===== src/rtl/wb_regfile.sv =====
// Write-back stage: selects load vs ALU data and commits it to a 32-entry register file.
// Two decode read ports and one debug port see same-cycle writes through a bypass.
module wb_regfile #(
  parameter int DATA_W = 32,
  parameter int ADDR_W = 5
) (
  input  logic              clk,
  input  logic              rst,
  input  logic              RegWrite_WB,
  input  logic              MemtoReg_WB,
  input  logic [DATA_W-1:0] ReadData_WB,
  input  logic [DATA_W-1:0] ALUOut_WB,
  input  logic [ADDR_W-1:0] WriteReg_WB,
  input  logic [ADDR_W-1:0] ReadReg1,
  input  logic [ADDR_W-1:0] ReadReg2,
  output logic [DATA_W-1:0] ReadData1,
  output logic [DATA_W-1:0] ReadData2,
  output logic [DATA_W-1:0] WriteData_WB,
  input  logic [ADDR_W-1:0] dbg_addr,
  output logic [DATA_W-1:0] dbg_data,
  output logic [31:0]       wb_count
);

  localparam int NREGS = 2 ** ADDR_W;

  logic [DATA_W-1:0] regs_q [NREGS];
  logic [DATA_W-1:0] regs_d [NREGS];
  logic [31:0]       wb_count_q, wb_count_d;
  logic              we_eff;

  assign WriteData_WB = MemtoReg_WB ? ReadData_WB : ALUOut_WB;
  // Index 0 is hard-wired to zero, so a write there is neither stored nor counted.
  assign we_eff       = RegWrite_WB && (WriteReg_WB != '0);

  function automatic logic [DATA_W-1:0] read_port(
    input logic [ADDR_W-1:0] idx,
    input logic [DATA_W-1:0] stored,
    input logic              we,
    input logic [ADDR_W-1:0] widx,
    input logic [DATA_W-1:0] wdata
  );
    if (idx == '0)                    return '0;
    else if (we && (idx == widx))     return wdata;
    else                              return stored;
  endfunction

  assign ReadData1 = read_port(ReadReg1, regs_q[ReadReg1], we_eff, WriteReg_WB, WriteData_WB);
  assign ReadData2 = read_port(ReadReg2, regs_q[ReadReg2], we_eff, WriteReg_WB, WriteData_WB);
  assign dbg_data  = read_port(dbg_addr, regs_q[dbg_addr], we_eff, WriteReg_WB, WriteData_WB);
  assign wb_count  = wb_count_q;

  always_comb begin
    // NOTE: every always_comb output gets a default first so no path leaves it unassigned (no latch).
    regs_d     = regs_q;
    wb_count_d = wb_count_q;
    if (we_eff) begin
      regs_d[WriteReg_WB] = WriteData_WB;
      wb_count_d          = wb_count_q + 32'd1;
    end
  end

  always_ff @(posedge clk or posedge rst) begin
    if (rst) begin
      // NOTE: the array is reset on purpose: a reset must clear every register immediately.
      for (int i = 0; i < NREGS; i++) regs_q[i] <= '0;
      wb_count_q <= '0;
    end else begin
      // NOTE: non-blocking so all flops update together from pre-edge values.
      regs_q     <= regs_d;
      wb_count_q <= wb_count_d;
    end
  end

endmodule


===== config.mk =====
export PLATFORM = sky130hd
export DESIGN_NAME = wb_regfile
export DESIGN_NICKNAME = d
export VERILOG_FILES = /design/src/rtl/wb_regfile.sv
export SDC_FILE = /design/constraint.sdc
export NUM_CORES = 2
export LEC_CHECK = 0
export BUFFER_PORTS_ARGS = -buffer_cell sky130_fd_sc_hd__buf_2
export CELL_PAD_IN_SITES_DETAIL_PLACEMENT = 0
export CELL_PAD_IN_SITES_GLOBAL_PLACEMENT = 2
export CORE_MARGIN = 3
export CORE_UTILIZATION = 46
export CTS_CLUSTER_DIAMETER = 200
export DETAILED_ROUTE_END_ITERATION = 16
export GPL_ROUTABILITY_DRIVEN = 0
export HOLD_SLACK_MARGIN = 0.05
export PLACE_DENSITY = 0.86
export SLEW_MARGIN = 20
export SYNTH_ARGS = -nofsm -noshare
export SYNTH_HDL_FRONTEND = slang
export SYNTH_SLANG_ARGS = --single-unit
export TNS_END_PERCENT = 20

===== constraint.sdc =====
create_clock -name clk -period 69 [get_ports clk]
set_clock_uncertainty 0.15 [all_clocks]
set_input_delay 13.8 -clock clk [delete_from_list [all_inputs] [get_ports clk]]
set_output_delay 13.8 -clock clk [all_outputs]
set_load 0.02 [all_outputs]

==> results by stage <==
CTS:
- No sink is reached through more buffers than the 3 on the longest clock path.
- Post-CTS repair changed the size of 0 cells.
- The clock insertion delay at the later pin of the skew report is 0.74 ns.
- The count of H-tree levels built during CTS is 3.
- After clock tree synthesis, the flow added hold-fix buffers numbering 0.
- Clock tree synthesis selected as its root buffer the cell clkbuf_16.
- Clock tree synthesis found a total of between 1,000 and 1,500 sinks.
- After clock tree synthesis, the clock-pin slew on the worst setup and hold paths is around 0.06 ns.
- The buffer count from post-CTS setup fixing is 0.
- The CTS tree is done.
- The number of clock buffers added by TritonCTS is 121.

Setup path:
- On the critical path the largest part of the delay comes from buffers and inverters.
- The critical path buffer and inverter count is 4.
- Counting stages on the worst path, the most repeated cell is a21oi_1.
- For this run, the slowest stage of the critical path takes between 0.8 and 0.9 ns.
- STA puts the critical path data required time at 55.05 ns.
- The worst setup path is captured at an output port.
- The launching element type of the critical path is an input port.
- The critical path's slowest cell is buf_4.
- Traced cell by cell, the critical path runs through buf_8, buf_12, buf_4, nor2_2, a221o_1, a21oi_1, a21oi_1, a21oi_1, buf_2.
- The arrival time of the worst setup path is roughly 18 ns.
- The kind of critical path is input port to output port.
- Along the worst path, the maximum fanout reaches 83.

Timing:
- Setup repair after global routing left no endpoint under its margin.
- The part of the cycle the worst path needs is a little under half.
- Summed over all failing endpoints, the final setup total negative slack is 0 ns.
- The total count of hold-check failures in the final report was 0.
- At the pin with the least slew margin, the transition time is 1.22 ns.
- The worst hold slack is about 0.27 ns.
- The worst slew margin relative to its limit is about a fifth.
- The number of max-slew violations in the final report is 0.
- The post-layout minimum cycle time is approximately 32 ns.
- Static timing analysis puts the maximum clock frequency at between 30 and 40 MHz.
- Setup violations remaining at the end of the flow were counted as 0.
- Setup slack on the critical path of the routed design comes to around 37 ns.

Global route:
- The number of antenna violations at the first check in global routing is 24.
- After global routing the overflow that remains totals 0.
- The total track usage is about two fifths.
- The global-route wire length before repair is 389,000 um.
- The via count of the first global-routing pass came to 50,700.
- Entering global routing, the biggest net connects around 150 pins.

Yosys:
- The area of the mapped netlist is 63,600 um^2.
- The synthesized design contains 1,056 register bits.
- In the synthesized netlist, the cells that appear most often are dfrtp_1 (1,056), mux4_2 (685), nor2_1 (640), a21oi_1 (582), nand2_1 (572).
- After synthesis, the cell types taking the most area are dfrtp_1 (42%), mux4_2 (24%), a21oi_1 (4.6%).
- The fraction of post-synthesis cell area in the top cell type by area is between 40 and 50%.
- The synthesized area per cell is about 11 um^2.
- The cell type contributing the most total cell area after synthesis is dfrtp_1.
- The share of synthesized registers carrying an async set or reset is 100%.
- The net count of the mapped netlist is just under 6,000.
- The number of synthesized flops with an enable pin is 0.
- During synthesis, Yosys emitted a total of 0 warnings.
- In this run, distinct cell masters in the synthesized netlist total 78.
- Among all flip-flop cells after synthesis, the most frequent one is dfrtp_1.
- Synthesis handed over a netlist of about 5,800 instances.
- The post-synthesis sequential area ratio is approximately 42%.
- The most common cell in the netlist is dfrtp_1.

Floorplan:
- The area inside the core boundary is ~140,000 um^2.
- Once the floorplan was initialized, standard cells occupied between 40% and 50% of the core.
- The total die area is roughly 140,000 um^2.
- The die is around 380 um wide.
- The height of the chip is roughly 380 um.
- The number of placement rows is between 100 and 150.
- In this run the count of I/O pins placed on the die edge is ~250.

Detailed routing:
- The starting DRC count in detailed routing is approximately 8,200.
- The number of iterations in the first detailed-routing pass is 8.
- The number of nets with antenna violations after routing is 0.
- The wire length per cell is around 37 um.
- The routed layout has about 54,000 vias.
- For this run, design rule violations remaining after detail routing come to 0.
- In the routed layout, each cell is associated on average with a via count of 7.10.
- Summed over all layers, the routed wires come to about 280,000 um.

Flow run:
- Across the run, the number of max-cap violations was 0.

Power:
- The largest vdd supply drop is between 0.02 and 0.025 mV.
- Internal power comes to around 0.0014 W.
- The switching fraction of total power is 33.6%.
- Per report_power, the clock group accounts for 31.1% of the total.
- The leakage power is 29.1 nW.
- In this run, the combinational gates consume roughly 27% of the power.
- The switching component of the power is 0.000712 W.
- The power density normalized to cell area is approximately 30 nW/um^2.
- Registers are responsible for a little over two fifths of the overall power.

Finish:
- The area growth from synthesis to layout is 9.98%.
- Cells with a size suffix above 1 make up between 20% and 30% of the layout.
- At the end of the flow, the number of nets in the layout was roughly 5,800.

Status:
- The run finished with clean final reports.

Placement:
- The pre-CTS setup slack is ~37 ns.
- The half-perimeter wire length of the detailed placement result is 169,000 um.
- The quantity of I/O buffers inserted on ports is between 200 and 250.

Hold path:
- The class of the most critical hold timing path is flop to flop.
-- layer usage --
layer / global-route usage, % / vias up / part of all wire (%)
li1: - / 21400 / -
met1: 52.2 / 27100 / 37
met2: 53.9 / 4182 / 42
met3: 13.7 / 906 / 15
met4: 21.3 / 12 / 6.5
met5: 0 / - / 0.028
-- power by group through the flow --
stage / clock network (W) / logic [W] / registers (W)
3_5_place_dp: 0 / 0.000562 / 0.000887
6_report: 0.000658 / 0.000575 / 0.000885
4_1_cts: 0.000661 / 0.000564 / 0.000877
2_1_floorplan: 0 / 0.000414 / 0.000849
3_3_place_gp: 0 / 0.000553 / 0.000877
5_1_grt: 0.000686 / 0.000613 / 0.000901
-- flip-flops by register name, indices dropped and copies added, names as in the netlist --
register	flops
regs_q	1024
wb_count	32
-- worst paths after layout --
path                              start            end  slack [ns]  cells after the start
max in group asynchronous           rst    regs_q[508]       51.09                      7
min in group asynchronous           rst    regs_q[889]       13.06                      2
hold reg to reg            regs_q[1017]   regs_q[1017]        0.27                      0
setup reg to reg           wb_count[11]   wb_count[30]       66.34                      6
hold / removal             regs_q[1017]   regs_q[1017]        0.27                      0
setup / recovery            ReadReg1[1]  ReadData1[14]       36.83                      9
-- final cells by class --
type	instances	area, um^2
fillers	12100	66400
multi-input cells	4036	34500
flip-flops and latches	1056	26400
clock buffers	180	3530
repair buffers	406	2660
well taps	1781	2230
clock inverters	40	417
inverters	45	176
diodes	10	25.0
-- stage by stage --
step                      instances  total power, W  cell area [um^2]  utilization (%)
after floorplan                5772         0.00126             63600                -
after global placement         7321         0.00143             65900             48.3
after detailed placement       7322         0.00145             65900             48.3
after CTS                      7542         0.00210             69800             51.2
after global routing           7544         0.00220             69900             51.3
final                          7554         0.00212             69900             51.3
-- cell families after synthesis --
kind of cell	synth area share, %
compound gates	14.9
buf+inv	5.27
simple gates	9.47
xor+xnor	0.634
flops	41.6
fa+ha+maj	0.0197
mux	28.1
-- cell usage in the layout, fill, tap and decap left out, types with 26 or more instances in the layout --
cell type  netlist  final
dfrtp_1       1056   1056
mux4_2         685    685
nor2_1         640    633
a21oi_1        582    581
nand2_1        572    556
o21ai_0        520    520
buf_2          167    237
buf_4           43    152
o22ai_1        135    135
mux2i_1        166    133
clkbuf_16        0    123
a22oi_1        101    101
a221oi_1        71     71
mux2_2          56     56
o21ai_1         54     54
nand3_1         45     44
inv_1           44     43
a22o_1          38     38
clkbuf_1       360     33
a221o_1         28     28
clkinv_2         0     27
mux2i_4          0     26
Power figures use the tool's default switching activity.
